## src/rtl/uart_tx_serializer.sv

```systemverilog
// UART transmit serializer: valid/ready word input, start/data/parity/stop framing,
// built-in bit-rate divider; every line-facing output comes straight from a flop.
module uart_tx_serializer #(
    parameter int unsigned DATA_W       = 8,
    parameter int unsigned CLKS_PER_BIT = 16,
    parameter int unsigned PARITY_EN    = 0,
    parameter int unsigned PARITY_ODD   = 0,
    parameter int unsigned STOP_BITS    = 1,
    parameter int unsigned LSB_FIRST    = 1
) (
    input  logic              clock,
    input  logic              reset_n,
    input  logic [DATA_W-1:0] tx_data,
    input  logic              tx_valid,
    output logic              tx_ready,
    output logic              tx_out,
    output logic              tx_busy,
    output logic              tx_done
);

    localparam int unsigned CNT_W = (CLKS_PER_BIT > 1) ? $clog2(CLKS_PER_BIT) : 1;
    localparam int unsigned IDX_W = $clog2(DATA_W);

    localparam logic [CNT_W-1:0] CNT_LAST  = CNT_W'(CLKS_PER_BIT - 1);
    localparam logic [IDX_W-1:0] IDX_LAST  = IDX_W'(DATA_W - 1);
    localparam logic [IDX_W-1:0] STOP_LAST = IDX_W'(STOP_BITS - 1);

    typedef enum logic [2:0] {
        IDLE,
        START,
        DATA,
        PARITY,
        STOP
    } state_e;

    state_e              state_q;
    logic [CNT_W-1:0]    cnt_q;
    logic [IDX_W-1:0]    idx_q;
    logic [DATA_W-1:0]   shift_q;
    logic                parity_q;
    logic                tx_out_q;
    logic                tx_ready_q;
    logic                tx_busy_q;
    logic                tx_done_q;

    logic                bit_end_d;
    logic [DATA_W-1:0]   shift_d;
    logic                cur_bit_d;
    logic                next_bit_d;

    // The shift register always moves toward the end that feeds the line.
    always_comb begin
        bit_end_d = (cnt_q == CNT_LAST);
        if (LSB_FIRST != 0) begin
            shift_d    = shift_q >> 1;
            cur_bit_d  = shift_q[0];
            next_bit_d = shift_d[0];
        end else begin
            shift_d    = shift_q << 1;
            cur_bit_d  = shift_q[DATA_W-1];
            next_bit_d = shift_d[DATA_W-1];
        end
    end

    // NOTE: sequential state uses non-blocking assignments only, and every flop,
    // including the shift register, is cleared by the asynchronous reset so an
    // abandoned frame leaves nothing behind.
    always_ff @(posedge clock or negedge reset_n) begin
        if (!reset_n) begin
            state_q    <= IDLE;
            cnt_q      <= '0;
            idx_q      <= '0;
            shift_q    <= '0;
            parity_q   <= 1'b0;
            tx_out_q   <= 1'b1;
            tx_ready_q <= 1'b1;
            tx_busy_q  <= 1'b0;
            tx_done_q  <= 1'b0;
        end else begin
            tx_done_q <= 1'b0;
            case (state_q)
                IDLE: begin
                    if (tx_valid && tx_ready_q) begin
                        shift_q    <= tx_data;
                        parity_q   <= (^tx_data) ^ (PARITY_ODD != 0);
                        cnt_q      <= '0;
                        idx_q      <= '0;
                        state_q    <= START;
                        tx_out_q   <= 1'b0;
                        tx_ready_q <= 1'b0;
                        tx_busy_q  <= 1'b1;
                    end
                end

                START: begin
                    if (bit_end_d) begin
                        cnt_q    <= '0;
                        state_q  <= DATA;
                        tx_out_q <= cur_bit_d;
                    end else begin
                        cnt_q <= cnt_q + 1'b1;
                    end
                end

                DATA: begin
                    if (bit_end_d) begin
                        cnt_q <= '0;
                        if (idx_q == IDX_LAST) begin
                            idx_q <= '0;
                            if (PARITY_EN != 0) begin
                                state_q  <= PARITY;
                                tx_out_q <= parity_q;
                            end else begin
                                state_q  <= STOP;
                                tx_out_q <= 1'b1;
                            end
                        end else begin
                            idx_q    <= idx_q + 1'b1;
                            shift_q  <= shift_d;
                            tx_out_q <= next_bit_d;
                        end
                    end else begin
                        cnt_q <= cnt_q + 1'b1;
                    end
                end

                PARITY: begin
                    if (bit_end_d) begin
                        cnt_q    <= '0;
                        state_q  <= STOP;
                        tx_out_q <= 1'b1;
                    end else begin
                        cnt_q <= cnt_q + 1'b1;
                    end
                end

                STOP: begin
                    // idx_q is reused to count stop bits.
                    if (bit_end_d) begin
                        cnt_q <= '0;
                        if (idx_q == STOP_LAST) begin
                            idx_q      <= '0;
                            state_q    <= IDLE;
                            tx_ready_q <= 1'b1;
                            tx_busy_q  <= 1'b0;
                            tx_done_q  <= 1'b1;
                        end else begin
                            idx_q <= idx_q + 1'b1;
                        end
                    end else begin
                        cnt_q <= cnt_q + 1'b1;
                    end
                end

                default: begin
                    state_q    <= IDLE;
                    tx_out_q   <= 1'b1;
                    tx_ready_q <= 1'b1;
                    tx_busy_q  <= 1'b0;
                end
            endcase
        end
    end

    assign tx_out   = tx_out_q;
    assign tx_ready = tx_ready_q;
    assign tx_busy  = tx_busy_q;
    assign tx_done  = tx_done_q;

endmodule

```

## config.mk

```make
export PLATFORM = sky130hd
export DESIGN_NAME = uart_tx_serializer
export DESIGN_NICKNAME = d
export VERILOG_FILES = /design/src/rtl/uart_tx_serializer.sv
export SDC_FILE = /design/constraint.sdc
export NUM_CORES = 1
export LEC_CHECK = 0
export CORE_UTILIZATION = 50
export CTS_BUF_LIST = sky130_fd_sc_hd__clkbuf_2 sky130_fd_sc_hd__clkbuf_4 sky130_fd_sc_hd__clkbuf_8
export DETAILED_ROUTE_END_ITERATION = 10
export PLACE_DENSITY = 0.72
export REMOVE_ABC_BUFFERS = 1
export SYNTH_ARGS = -nofsm -noshare
export SYNTH_HDL_FRONTEND = slang
export SYNTH_SLANG_ARGS = --single-unit
```

## constraint.sdc

```tcl
create_clock -name clock -period 3.4 [get_ports clock]
set_clock_uncertainty 0.1 [all_clocks]
set_input_delay 0.51 -clock clock [delete_from_list [all_inputs] [get_ports clock]]
set_output_delay 0.51 -clock clock [all_outputs]
set_load 0.005 [all_outputs]
```

======== Word level (Yosys, flattened, before mapping) ========
Cells that the tools add are included.
word-level totals
  flip-flop bits (word level) ............. 22
  output and inout port bits .............. 4
  logic and storage cells ................. 77
operators by class
  $add $sub $neg .......................... 2
  eq/ne operators ......................... 14
  mux-type cells .......................... 37
  bitwise operators ....................... 2
  reductions and logical operators ........ 14
operators by type and width
  kind                 number
  $mux 3               12
  $mux 8               3
  $ne 2x2->1 const B   8
  $pmux 8 s2           1
  $pmux 3 s5           1
  $mux 1               13
  $reduce_and 4->1     3
  $pmux 3 s3           1
  $mux 4               2
  $pmux 4 s2           1
  $reduce_and 7->1     1
  $eq 3x2->1 const B   2
  $eq 3x3->1 const B   2
  $logic_not 3->1      2
  $pmux 1 s3           2
  $pmux 1 s5           1
  $reduce_and 5->1     1
  $add 4x1->4 const B  1
  $eq 4x4->1 const B   1
  $reduce_bool 2->1    2
  $reduce_or 4->1      1
  $add 3x1->3 const B  1
  $eq 3x1->1 const B   1
  $reduce_bool 3->1    1
  other kinds (4)      5

======== Longest topological paths before layout ========
  depth after elaboration ................. 4
  mapped depth ............................ 6
  depth with buffers taken out ............ 6

======== Worst setup path before layout ========
Ideal clock, no wire load.
  path type ............................... reg2reg
  start ................................... register cnt_q[0]
  end ..................................... register idx_q[0]
  setup time .............................. 0.125 ns
  data arrival time ....................... 1.509 ns
  slack ................................... 1.667 ns
  cell stages (with the launch flop) ...... 6
  buffers on the path ..................... 1
  period minus slack after synthesis ...... 1.733 ns
  cells stage by stage .................... dfrtp_1 > ha_1 > and3_1 > buf_2 > a22oi_2 > mux2_2
on the way
  longest elaborated chain between the ends .. 3
  elaborated cells between the ends (all ways) .. 4
  classes of those cells .................. eq/ne: 3; reduce/logical: 1
ends and longest elaborated chain
  what                                   line  text
  start: declaration                     37    logic [CNT_W-1:0] cnt_q;
  start signal: assignment               101   cnt_q <= cnt_q + 1'b1;
  start signal: assignment               123   cnt_q <= cnt_q + 1'b1;
  start signal: assignment               133   cnt_q <= cnt_q + 1'b1;
  $eq 4x4->1 (*)                         53    bit_end_d = (cnt_q == CNT_LAST);
  $ne 2x2->1 (no source line)            -
  $reduce_and 4->1 (no source line) (*)  -
  end signal: assignment                 118   idx_q <= idx_q + 1'b1;
  end signal: assignment                 148   idx_q <= idx_q + 1'b1;
  end: declaration                       38    logic [IDX_W-1:0] idx_q;
Mark *: on every way between the ends. The rest lies on a longest branch, timed or not.
A chain may end at the register's enable or synchronous reset.

======== Worst setup path after layout ========
  start ................................... register cnt_q[0]
  end ..................................... register shift_q[7]
on the way
  longest elaborated chain between the ends .. 3
ends and longest elaborated chain
  what                               line  text
  $eq 4x4->1                         53
  $ne 2x2->1 (no source line)        -
  $reduce_and 4->1 (no source line)  -
  end signal: assignment             84    shift_q <= tx_data;
  end signal: assignment             119   shift_q <= shift_d;
  end: declaration                   39    logic [DATA_W-1:0] shift_q;
No other way between the ends.

==> impl_metrics.csv <==
group,metric,value,unit
critical_path,r2r_slack,1.32,ns
place,gp_congestion,0.804,
logic_synthesis,synth_xor_area_frac,0.00671,
timing,hold_violations,0,
critical_path,reg2reg_from,"cnt_q[0]",
timing,period_share,0.612,
logic_synthesis,async_reset_ff_frac,1.00,
logic_synthesis,ys_warn_count,0,
place,dp.cells,172,
critical_path,critPathCaptureType,"flop",
timing,setup_ws,1.32,ns
die,io_pins,15,
clock_tree,clkSinkCount,22,
route,vias,1080,
clock_tree,holdBufCountCts,0,
cells_and_area,final_cells,176,
die,placementRows,18,
logic_synthesis,syn_avg_cell_area,9.46,sq um
min_path,whs_endpoint,"tx_ready",
route,detail_route.wl_per_cell,14.9,um
timing,rsz0062_at_grt,"false",
route,first_pass_iters,4,
cells_and_area,layout_common_cells,"a21oi_1, dfrtp_1, clkdlybuf4s50_1, nor2_1",
route,vias_per_cell,6.14,
status,status,"completed",
clock_tree,clkTransAtPathRegs,0.12,ns
logic_synthesis,netlist_area,0.00131,sq mm
run,cap_violations,0,
die,fp.dieH,53.1,um
logic_synthesis,ys_seq_elements,22,
min_path,hp-class,"flop to flop",
min_path,whs_path_depth,2,
cells_and_area,fillerInstances,227,
clock_tree,cts-buffers-inserted,3,
logic_synthesis,synth_cell_types,44,
die,core,0.00248,sq mm
critical_path,cp-start-kind,"flop",
die,die_x,53.1,um
route,drtIter0Drc,22,
logic_synthesis,muxShareOfSynthArea,0.0709,
timing,tightest_slew,0.972,ns
min_path,min_from,"tx_ready",
global_route,grt_pass1_vias,966,
route,ant_nets,0,
clock_tree,cts_root_buffer,"clkbuf_4",
timing,worst_hold_slack,0.412,ns
clock_tree,cts_tree,"yes",
timing,period_minus_slack,2.08,ns
logic_synthesis,yosys.area_share.simple,0.154,
global_route,antenna_found_initial,0,
global_route,grt_max_degree,23,
power_and_ir_drop,total_power,0.429,mW
cells_and_area,syn_to_final_growth,12.2,%
clock_tree,clock_latency,0.31,ns
die,start_util,0.527,
logic_synthesis,synth_top_family_by_area,"compound AO/OA/AOI/OAI gates",
global_route,grtUsageTotal,0.223,
die,dieArea,0.00282,sq mm
critical_path,r2r_cells,5,
cells_and_area,post-route-util,0.591,
place,dpl.hpwl,1880,um
cells_and_area,diodes,0,
logic_synthesis,synthFlopType,"dfrtp_1",
cells_and_area,drive_gt1_frac,0.0959,
logic_synthesis,synth_compound_area_frac,0.243,
critical_path,required,3.52,ns
place,pre_cts_ws,1.07,ns
route,detail_route.drc_violations,0,
critical_path,critPathArrivalTime,2.20,ns
route,wirelength,2620,um
logic_synthesis,synthCells,138,
timing,timing.fmax,480,MHz
timing,setup_tns,0,ns
timing,slew_violations,0,
critical_path,reg2reg_to,"shift_q[7]",
global_route,grt_first_pass_wirelength,4520,um
place,placed_area,0.00143,sq mm
cells_and_area,fin_nets,162,
clock_tree,cts_max_level,1,
critical_path,crit_path_max_fanout,16,
power_and_ir_drop,p_leak,0.626,nW
power_and_ir_drop,ir_worst_vdd,209,uV
clock_tree,post_cts_buffers,0,
clock_tree,cts-resized-gates,0,
logic_synthesis,ys_seq_area_frac,0.424,
cells_and_area,fin_area,0.00146,sq mm
timing,finalSetupViolCount,0,
critical_path,crit_type,"flop to flop",
logic_synthesis,synth_edf_count,0,
logic_synthesis,synthAdderAreaFrac,0.0384,
place,portBuffers,14,
timing,relSlewSlack,0.350,
power_and_ir_drop,power_density,293,mW/mm^2
clock_tree,cts_buffer_depth,2,
global_route,globalRouteOverflowTotal,0,
-- logic make-up after synthesis --
logic type | after synthesis
buffers and inverters | 16
DFF | 22
adders and majority gates | 4
AOI/OAI and AO/OA | 49
and+or+nand+nor | 37
muxes | 9
xor gates and xnor gates | 1
-- per-layer routing --
metal	up-vias	wire length (um)	part of all wire	GRT usage
met2	27	1250	0.48	0.338
met4	0	43	0.016	0.0921
met5	-	0	0	0
met3	5	112	0.043	0.0259
met1	521	1210	0.46	0.319
li1	527	-	-	-
-- flip-flops by register name, indices dropped and copies added, names as in the netlist --
| name | cells |
|---|---|
| tx_done | 1 |
| tx_busy | 1 |
| state_q | 3 |
| shift_q | 8 |
| tx_ready | 1 |
| tx_out | 1 |
| cnt_q | 4 |
| idx_q | 3 |
-- report_power, final --
group	switching [mW]	internal (mW)	total (mW)
sequential	0	0.262	0.262
combinational	0.00808	0.0114	0.0195
clock	0.0822	0.0655	0.148
-- critical path: stages (launching register included) --
cell and delay, ns:
dfrtp_1 0.46, ha_1 0.29, nand4_2 0.17, o22ai_2 0.54, a21boi_0 0.19, a41o_1 0.24
-- cells in the mapped netlist, drive strengths merged, types with 2 or more instances --
| cell type | instances | area [sq um] |
|---|---|---|
| a21oi | 20 | 100 |
| a22oi | 2 | 20.0 |
| a31oi | 8 | 50.1 |
| and3 | 2 | 12.5 |
| buf | 9 | 51.3 |
| dfrtp | 20 | 500 |
| dfstp | 2 | 52.6 |
| ha | 4 | 50.1 |
| inv | 6 | 27.5 |
| mux2 | 2 | 22.5 |
| mux2i | 7 | 70.1 |
| nand2 | 8 | 30.0 |
| nand3 | 4 | 20.0 |
| nand4 | 2 | 18.8 |
| nor2 | 11 | 43.8 |
| nor3 | 4 | 31.3 |
| o21ai | 7 | 35.0 |
| or3b | 2 | 17.5 |
-- final cells by class --
class / instances / area [sq um] / area share
flip-flops and latches: 22 / 553 / 0.378
repair buffers: 14 / 140 / 0.0957
multi-input cells: 100 / 669 / 0.457
well taps: 30 / 37.5 / 0.0256
inverters: 6 / 27.5 / 0.0188
clock buffers: 4 / 36.3 / 0.0248
-- worst max path at each step --
| stage | endpoint | from | depth (start not counted) | slack [ns] |
|---|---|---|---|---|
| after floorplan | shift_q[7] | cnt_q[0] | 5 | 1.63 |
| after global placement | shift_q[7] | tx_valid | 5 | 1.12 |
| after detailed placement | shift_q[7] | tx_valid | 5 | 1.07 |
| after CTS | shift_q[7] | cnt_q[0] | 5 | 1.35 |
| after global routing | shift_q[7] | cnt_q[0] | 5 | 1.15 |
| final | shift_q[7] | cnt_q[0] | 5 | 1.32 |
Power figures use the tool's default switching activity.
